File: src/rtl/multicycle_core.sv
// multicycle_core
// Multi-cycle RV32-style integer core: add/sub/and/or/mul/addi, fetched one
// word at a time over a req/ack instruction port. mul uses an iterative
// shift-add unit that runs for exactly XLEN cycles.
//
// Ports:
//   clk_i        clock, rising edge
//   rst_i        asynchronous active-low reset
//   start_i      level; leaves IDLE when high (ignored elsewhere)
//   imem_req_o   fetch request, high for the whole FETCH state
//   imem_addr_o  fetch byte address (= PC)
//   imem_ack_i   fetch data valid this cycle (only honoured in FETCH)
//   imem_data_i  instruction word
//   busy_o       high in every state except IDLE and HALT
//   halt_o       high in HALT
//   pc_o         current PC
//   wb_en_o      one-cycle pulse per register write
//   wb_addr_o    index of the register written (zero-extended)
//   wb_data_o    value written
module multicycle_core #(
    parameter int XLEN     = 32,
    parameter int NUM_REGS = 32,
    parameter int PC_W     = 32
) (
    input  logic            clk_i,
    input  logic            rst_i,
    input  logic            start_i,
    output logic            imem_req_o,
    output logic [PC_W-1:0] imem_addr_o,
    input  logic            imem_ack_i,
    input  logic [31:0]     imem_data_i,
    output logic            busy_o,
    output logic            halt_o,
    output logic [PC_W-1:0] pc_o,
    output logic            wb_en_o,
    output logic [4:0]      wb_addr_o,
    output logic [XLEN-1:0] wb_data_o
);
    localparam int RIDX_W = $clog2(NUM_REGS);
    localparam int CNT_W  = $clog2(XLEN);

    typedef enum logic [2:0] {
        S_IDLE, S_FETCH, S_DECODE, S_EXEC, S_MUL, S_WB, S_HALT
    } state_t;

    typedef enum logic [2:0] {
        OP_NOP, OP_ADD, OP_SUB, OP_AND, OP_OR, OP_MUL
    } op_t;

    state_t state_reg, state_next;

    logic [31:0]       instr_reg;
    op_t               op_reg;
    logic [RIDX_W-1:0] rd_reg;
    // op_a/op_b double as the multiplicand/multiplier shift registers in MUL,
    // and result_reg is the accumulator there.
    logic [XLEN-1:0]   op_a_reg;
    logic [XLEN-1:0]   op_b_reg;
    logic [XLEN-1:0]   result_reg;
    logic [CNT_W-1:0]  cnt_reg;
    logic [PC_W-1:0]   pc_reg;
    logic [XLEN-1:0]   regs [NUM_REGS];

    // ---------------- decode ----------------
    logic [6:0]        opcode;
    logic [6:0]        funct7;
    logic [2:0]        funct3;
    logic [RIDX_W-1:0] rs1_idx, rs2_idx, rd_idx;
    logic [XLEN-1:0]   rs1_val, rs2_val, imm_sext;
    op_t               op_dec;
    logic              use_imm;
    logic              wb_write;

    assign opcode  = instr_reg[6:0];
    assign funct3  = instr_reg[14:12];
    assign funct7  = instr_reg[31:25];
    assign rd_idx  = instr_reg[7 +: RIDX_W];
    assign rs1_idx = instr_reg[15 +: RIDX_W];
    assign rs2_idx = instr_reg[20 +: RIDX_W];
    assign rs1_val = (rs1_idx == '0) ? '0 : regs[rs1_idx];
    assign rs2_val = (rs2_idx == '0) ? '0 : regs[rs2_idx];

    // Sign-extend (or truncate, for XLEN < 12) the I-type immediate.
    for (genvar gi = 0; gi < XLEN; gi++) begin : g_imm
        if (gi < 12) begin : g_low
            assign imm_sext[gi] = instr_reg[20+gi];
        end else begin : g_ext
            assign imm_sext[gi] = instr_reg[31];
        end
    end

    always_comb begin
        op_dec  = OP_NOP;
        use_imm = 1'b0;
        if (opcode == 7'b0110011) begin
            case ({funct7, funct3})
                10'b0000000_000: op_dec = OP_ADD;
                10'b0100000_000: op_dec = OP_SUB;
                10'b0000000_111: op_dec = OP_AND;
                10'b0000000_110: op_dec = OP_OR;
                10'b0000001_000: op_dec = OP_MUL;
                default:         op_dec = OP_NOP;
            endcase
        end else if (opcode == 7'b0010011 && funct3 == 3'b000) begin
            // addi is an add whose second operand is the immediate
            op_dec  = OP_ADD;
            use_imm = 1'b1;
        end
    end

    // ---------------- FSM ----------------
    always_ff @(posedge clk_i or negedge rst_i) begin
        if (!rst_i) begin
            state_reg <= S_IDLE;
        end else begin
            state_reg <= state_next;
        end
    end

    always_comb begin
        state_next = state_reg;
        case (state_reg)
            S_IDLE:   if (start_i) state_next = S_FETCH;
            S_FETCH:  if (imem_ack_i) state_next = S_DECODE;
            S_DECODE: state_next = (instr_reg == 32'h0) ? S_HALT : S_EXEC;
            S_EXEC:   state_next = (op_reg == OP_MUL) ? S_MUL : S_WB;
            S_MUL:    if (cnt_reg == CNT_W'(XLEN - 1)) state_next = S_WB;
            S_WB:     state_next = S_FETCH;
            S_HALT:   state_next = S_HALT;
            default:  state_next = S_IDLE;
        endcase
    end

    // ---------------- datapath ----------------
    always_ff @(posedge clk_i or negedge rst_i) begin
        if (!rst_i) begin
            pc_reg     <= '0;
            instr_reg  <= '0;
            op_reg     <= OP_NOP;
            rd_reg     <= '0;
            op_a_reg   <= '0;
            op_b_reg   <= '0;
            result_reg <= '0;
            cnt_reg    <= '0;
        end else begin
            case (state_reg)
                S_FETCH: begin
                    if (imem_ack_i) instr_reg <= imem_data_i;
                end
                S_DECODE: begin
                    op_reg   <= op_dec;
                    rd_reg   <= rd_idx;
                    op_a_reg <= rs1_val;
                    op_b_reg <= use_imm ? imm_sext : rs2_val;
                end
                S_EXEC: begin
                    cnt_reg <= '0;
                    case (op_reg)
                        OP_ADD:  result_reg <= op_a_reg + op_b_reg;
                        OP_SUB:  result_reg <= op_a_reg - op_b_reg;
                        OP_AND:  result_reg <= op_a_reg & op_b_reg;
                        OP_OR:   result_reg <= op_a_reg | op_b_reg;
                        default: result_reg <= '0;
                    endcase
                end
                S_MUL: begin
                    // One multiplier bit per cycle, LSB first.
                    if (op_b_reg[0]) result_reg <= result_reg + op_a_reg;
                    op_a_reg <= op_a_reg << 1;
                    op_b_reg <= op_b_reg >> 1;
                    cnt_reg  <= cnt_reg + CNT_W'(1);
                end
                S_WB: begin
                    pc_reg <= pc_reg + PC_W'(4);
                end
                default: ;
            endcase
        end
    end

    // ---------------- register file ----------------
    assign wb_write = (state_reg == S_WB) && (op_reg != OP_NOP) && (rd_reg != '0);

    always_ff @(posedge clk_i or negedge rst_i) begin
        if (!rst_i) begin
            for (int i = 0; i < NUM_REGS; i++) regs[i] <= '0;
        end else if (wb_write) begin
            regs[rd_reg] <= result_reg;
        end
    end

    // ---------------- outputs ----------------
    assign imem_req_o  = (state_reg == S_FETCH);
    assign imem_addr_o = pc_reg;
    assign busy_o      = (state_reg != S_IDLE) && (state_reg != S_HALT);
    assign halt_o      = (state_reg == S_HALT);
    assign pc_o        = pc_reg;
    assign wb_en_o     = wb_write;
    assign wb_addr_o   = wb_write ? 5'(rd_reg) : 5'd0;
    assign wb_data_o   = wb_write ? result_reg : '0;

endmodule
File: config.mk
export PLATFORM = sky130hd
export DESIGN_NAME = multicycle_core
export DESIGN_NICKNAME = d
export VERILOG_FILES = /design/src/rtl/multicycle_core.sv
export SDC_FILE = /design/constraint.sdc
export NUM_CORES = 2
export LEC_CHECK = 0
export ABC_AREA = 1
export CELL_PAD_IN_SITES_DETAIL_PLACEMENT = 0
export CELL_PAD_IN_SITES_GLOBAL_PLACEMENT = 1
export CORE_MARGIN = 4
export CORE_UTILIZATION = 35
export DETAILED_ROUTE_END_ITERATION = 16
export PLACE_DENSITY = 0.72
export SLEW_MARGIN = 15
export SYNTH_ARGS = -nofsm -noshare
export SYNTH_HDL_FRONTEND = slang
export SYNTH_SLANG_ARGS = --single-unit
File: constraint.sdc
create_clock -name clk_i -period 5.1 [get_ports clk_i]
set_input_delay 1.02 -clock clk_i [delete_from_list [all_inputs] [get_ports clk_i]]
set_output_delay 1.02 -clock clk_i [all_outputs]
set_load 0.02 [all_outputs]
# --- After elaboration in Yosys (flattened, before gate mapping) ---
# Cells that the tools add are included.
op_classes:
  n_eq_ne: 23
  div_mod_pow: 0
  addsub: 5
  order_cmp: 4
  n_bitwise: 5
  shift: 0
  mul: 0
  muxes: 31
  n_reduce_logical: 19
op_table:
  columns: ["op", "count"]
  rows:
  - ["bitwise mux 1024 bit", 1]
  - ["binary-select mux 32 bit (select 5 bit)", 2]
  - ["two-way mux 32 bit", 10]
  - ["case mux 32 bit (2 select lines)", 3]
  - ["demux 32 bit (select 5 bit)", 1]
  - ["case mux 32 bit (4 select lines)", 1]
  - ["adder 32 bit", 2]
  - ["adder 32 x 3 -> 32 bit (second input constant)", 1]
  - ["bitwise AND 32 bit", 1]
  - ["logical NOT 32 bit", 1]
  - ["bitwise OR 32 bit", 1]
  - ["subtractor 32 bit", 1]
  - ["case mux 3 bit (7 select lines)", 1]
  - ["equality test 10 x 3 -> 1 bit (second input constant)", 2]
  - ["greater-or-equal comparator 6 bit (second input constant)", 3]
  - ["NOT 5 -> 6 bit", 3]
  - ["equality test 3 bit (second input constant)", 5]
  - ["two-way mux 3 bit", 5]
  - ["case mux 3 bit (5 select lines)", 1]
  - ["equality test 3 x 2 -> 1 bit (second input constant)", 4]
  - ["equality test 10 x 4 -> 1 bit (second input constant)", 1]
  - ["equality test 10 x 9 -> 1 bit (second input constant)", 1]
  - ["logical NOT 10 bit", 1]
  - ["logical NOT 5 bit", 2]
  - ["other kinds (19)", 33]
totals:
  output_inout_bits: 105
  ram_bits: 0
  register_bits: 1200
  in_bits: 36
  memories: 0
  elab_cells: 128
  latchBits: 0
  mem_bits_ro: 0

# --- Logic depth before layout (Yosys ltp) ---
depth:
  ltp_word: 7
  ltp_mapped: 28
  ltp_nobuf: 28

# --- Worst setup path before layout ---
# OpenSTA, ideal clock, no wires.
synth_path:
  path_type: "register -> register"
  start: "register op_b_reg[0]"
  end: "register result_reg[31]"
  setup_slack_ns: 2.021
  t_arrival_ns: 2.962
  t_required_ns: 4.983
  n_path_buf: 0
  synth_period_minus_slack_ns: 3.079
  setup_time_ns: 0.117
  path_stages_with_launch: 25
  cell_sequence: "dfrtp_1 inv_1 ha_1 nand3_1 nor2_1 nand2_1 nor2_1 a21oi_1 a21oi_1 o21ai_0 xor2_1 ha_1 nand2_1 nor2_1 nand2_1 nor2_1 nand2_1 nand2_1 nand2_1 nand3_1 nand2_1 nand2_1 nand2_1 nand2_1 nand2_1"
synth_via:
  elab_chain_len: 3
  elab_cells_between_ends: 6
  classes_between: "add/sub: 2; eq/ne: 1; mux: 2; reduce/logical: 1"
synth_rtl:
  columns: ["element", "line_no", "text"]
  rows:
  - ["start, declared", "58", "logic [XLEN-1:0] op_b_reg;"]
  - ["start signal, assigned", "154", "op_b_reg <= use_imm ? imm_sext : rs2_val;"]
  - ["start signal, assigned", "170", "op_b_reg <= op_b_reg >> 1;"]
  - ["subtractor 32 bit / adder 32 bit (equally long branches)", "160, 159", null]
  - ["case mux 32 bit (4 select lines)", "158", "case (op_reg)"]
  - ["case mux 32 bit (2 select lines)", "146", "case (state_reg)"]
  - ["end signal, assigned", "159", "OP_ADD: result_reg <= op_a_reg + op_b_reg;"]
  - ["end signal, assigned", "160", "OP_SUB: result_reg <= op_a_reg - op_b_reg;"]
  - ["end signal, assigned", "161", "OP_AND: result_reg <= op_a_reg & op_b_reg;"]
  - ["end, declared", "59", "logic [XLEN-1:0] result_reg;"]
# Parallel ways exist; a longest one is shown, timed or not.
# A chain may end at the register's enable or synchronous reset.

# --- Final worst setup path ---
layout_path:
  start: "register result_reg[24]"
  end: "output port wb_data_o[24]"
layout_via:
  elab_chain_len: 1
layout_rtl:
  columns: ["element", "line_no", "text"]
  rows:
  - ["two-way mux 32 bit", "200", "assign wb_data_o = wb_write ? result_reg : '0;"]
  - ["end, declared", "37", "output logic [XLEN-1:0] wb_data_o"]
# Every way passes these cells.

==> impl_metrics.env <==
export IMPL_avgSynthCellArea_um2=7.30
export IMPL_clkSinkCount=1198
export IMPL_syn_inst=9371
export IMPL_final_setup_tns_ps=0
export IMPL_insertion_delay_ps=820
export IMPL_synth_seq_area_share_pct=43.8
export IMPL_finalSetupViolations=0
export IMPL_leakagePower_nw=33.4
export IMPL_num_io_pins=141
export IMPL_max_freq_mhz=226
export IMPL_synth_top_cell_area_share_pct=43.8
export IMPL_syn_to_final_growth_pct=11.8
export IMPL_fin_nets=9106
export IMPL_wirelength_mm=293
export IMPL_grt_max_degree=209
export IMPL_clock_path_buffers=3
export IMPL_cellPowerDensity_nw_per_um2=562
export IMPL_cp_start_kind="flop"
export IMPL_report_final_slew_viol_count=0
export IMPL_ant_nets=0
export IMPL_largest_reg_flops=1024
export IMPL_critPathMaxFanout=32
export IMPL_min_delay_path_class="input port to asynchronous set/reset pin"
export IMPL_grt_util_all_layers_pct=28.1
export IMPL_max_vdd_ir_drop_mv=0.430
export IMPL_hold_viol_final=0
export IMPL_drc_errors=0
export IMPL_dpl_cell_area_um2=71500
export IMPL_synth_edf_count=0
export IMPL_dp_cells=11400
export IMPL_fin_ws_ps=682
export IMPL_globalRoute_totalOverflow=0
export IMPL_hpwl_mm=178
export IMPL_ys_warn_count=0
export IMPL_slew_headroom_pct=15.0
export IMPL_htreeDepth=4
export IMPL_hold_buffers=0
export IMPL_pre_cts_slack_ps=982
export IMPL_portBuffers=136
export IMPL_initial_utilization_pct=35.2
export IMPL_die_h_um=450
export IMPL_viasPerCell=5.78
export IMPL_cts_resized_gates=0
export IMPL_maxCapViolCount=0
export IMPL_synth_top_area_cell="dfrtp_1"
export IMPL_vias=67400
export IMPL_fin_crit_sh_pct=86.6
export IMPL_status="finished clean"
export IMPL_antenna_found_initial=13
export IMPL_worstMarginPinSlew_ps=1280
export IMPL_async_flop_share_pct=100
export IMPL_skew_ps=37.2
export IMPL_synth_distinct_cells=51
export IMPL_wl_per_cell_um=25.1
export IMPL_cp_arrival_ps=3400
export IMPL_first_pass_iters=8
export IMPL_drt_iter0_drc=8080
export IMPL_die_area_um2=203000
export IMPL_top_register="regs"
export IMPL_netlist_area_um2=68400
export IMPL_grt_pass1_vias=63100
export IMPL_ys_ff_latch=1198
export IMPL_die_x_um=450
export IMPL_fin_cells=11700
export IMPL_rows=162
export IMPL_fin_area_um2=76500
export IMPL_ys_flop_type="dfrtp_1"
export IMPL_yosys_top_cells_area="dfrtp_1 44%, o21ai_0 14%, nand2_1 11%"
export IMPL_r2r_slack_ps=990
export IMPL_post_cts_buffers=0
export IMPL_root_buffer="clkbuf_16"
export IMPL_rsz0062_at_grt="false"
export IMPL_cts_tree="built"
export IMPL_cp_required_ps=4080
export IMPL_numCtsBuffers=144
export IMPL_gp_congestion=0.970
export IMPL_endpoint_kind="output pin"
export IMPL_grt_pass1_wl_mm=431
export IMPL_period_needed_ps=4420
export IMPL_core_area_um2=195000
export IMPL_clkTransAtPathRegs_ps=60
export IMPL_drive_gt1_share_pct=5.48
export IMPL_path_class="flop to output pin"
[synthesized netlist by cell type, types with 3 or more instances]
cell	count
o2111ai_1	30
or2_2	4
nor2_2	4
nor3_2	6
o21ai_0	1939
ha_1	68
o221ai_1	53
nand2_2	8
o21ai_1	72
o31ai_1	6
nand3_1	602
a21o_1	3
o22ai_1	57
inv_1	699
nand3b_1	12
mux2i_1	10
nand4_1	56
buf_1	51
nor4_1	8
buf_2	140
mux2_2	9
xor2_1	58
a31oi_1	26
nand3_2	8
nor3_1	37
nor2_1	511
dfrtp_1	1198
o211ai_1	279
inv_2	7
xnor2_1	12
clkbuf_1	592
o21bai_1	6
a21oi_1	658
buf_4	39
nand2_1	2071
clkinv_1	6
[final cells by class]
type | count | area [um2]
clock inverter | 48 | 691
multi-input combinational | 6642 | 32700
tap | 2542 | 3180
timing repair buffer | 302 | 2990
clock buffer | 206 | 4260
sequential | 1198 | 30000
inverter | 712 | 2690
fill | 20200 | 118000
antenna | 8 | 20.0
[cells by family after synthesis]
kind of cell | count (synthesis) | synth area share [%]
other cells | 1 | 0.00548
xor+xnor | 70 | 0.896
buf+inv | 1534 | 8.88
fa+ha+maj | 70 | 1.30
mux | 19 | 0.294
compound gates | 3146 | 24.8
simple gates | 3333 | 20.0
flops | 1198 | 43.8
[routing by layer]
metal	global-route usage, %	vias up	share of wire [%]	routed length (um)
li1	-	30800	-	-
met2	43.9	3151	45	130000
met5	0	-	0.025	72
met1	37.5	32800	42	123000
met4	13.1	10	5.1	14900
met3	5.83	677	8.5	24800
[layout by cell type, fill, tap and decap left out, types with 72 or more instances in the layout]
cell type        instances
nor2_1                 506
dfrtp_1               1188
o211ai_1               279
clkbuf_16              147
nand2_1               2052
o21ai_0               1938
buf_4                  141
nand3_1                602
o21ai_1                 72
inv_1                  690
clkdlybuf4s50_1        129
a21oi_1                657
[report_power, final]
| group | internal, mW | leakage [nW] | total, mW | switching (mW) |
|---|---|---|---|---|
| Sequential | 10.0 | 16.5 | 11.3 | 1.26 |
| Clock | 6.36 | 2.43 | 10.9 | 4.49 |
| Combinational | 5.45 | 14.5 | 20.9 | 15.4 |
[through the flow]
stage	hold slack [ps]	utilization [%]	total power, mW
floorplan	429	-	23.3
global placement	365	36.8	31.7
detailed placement	366	36.8	31.7
CTS	153	39.3	42.6
global route	173	39.3	45.2
finish	141	39.3	43.0
[worst paths after layout]
kind | end | start | depth (start not counted)
min reg2reg | regs[1012] | regs[1012] | 0
max in group asynchronous | instr_reg[15] | rst_i | 2
max | wb_data_o[24] | result_reg[24] | 3
max reg2reg | result_reg[28] | op_b_reg[0] | 23
min | regs[577] | rst_i | 1
min in group clk_i | regs[1012] | regs[1012] | 0
[worst max-delay path, cell delays in order, from the launching register on]
cell and delay, ps:
dfrtp_1 640, clkinv_1 1000, nor2_1 320, clkdlybuf4s50_1 640
Power figures use the tool's default switching activity.
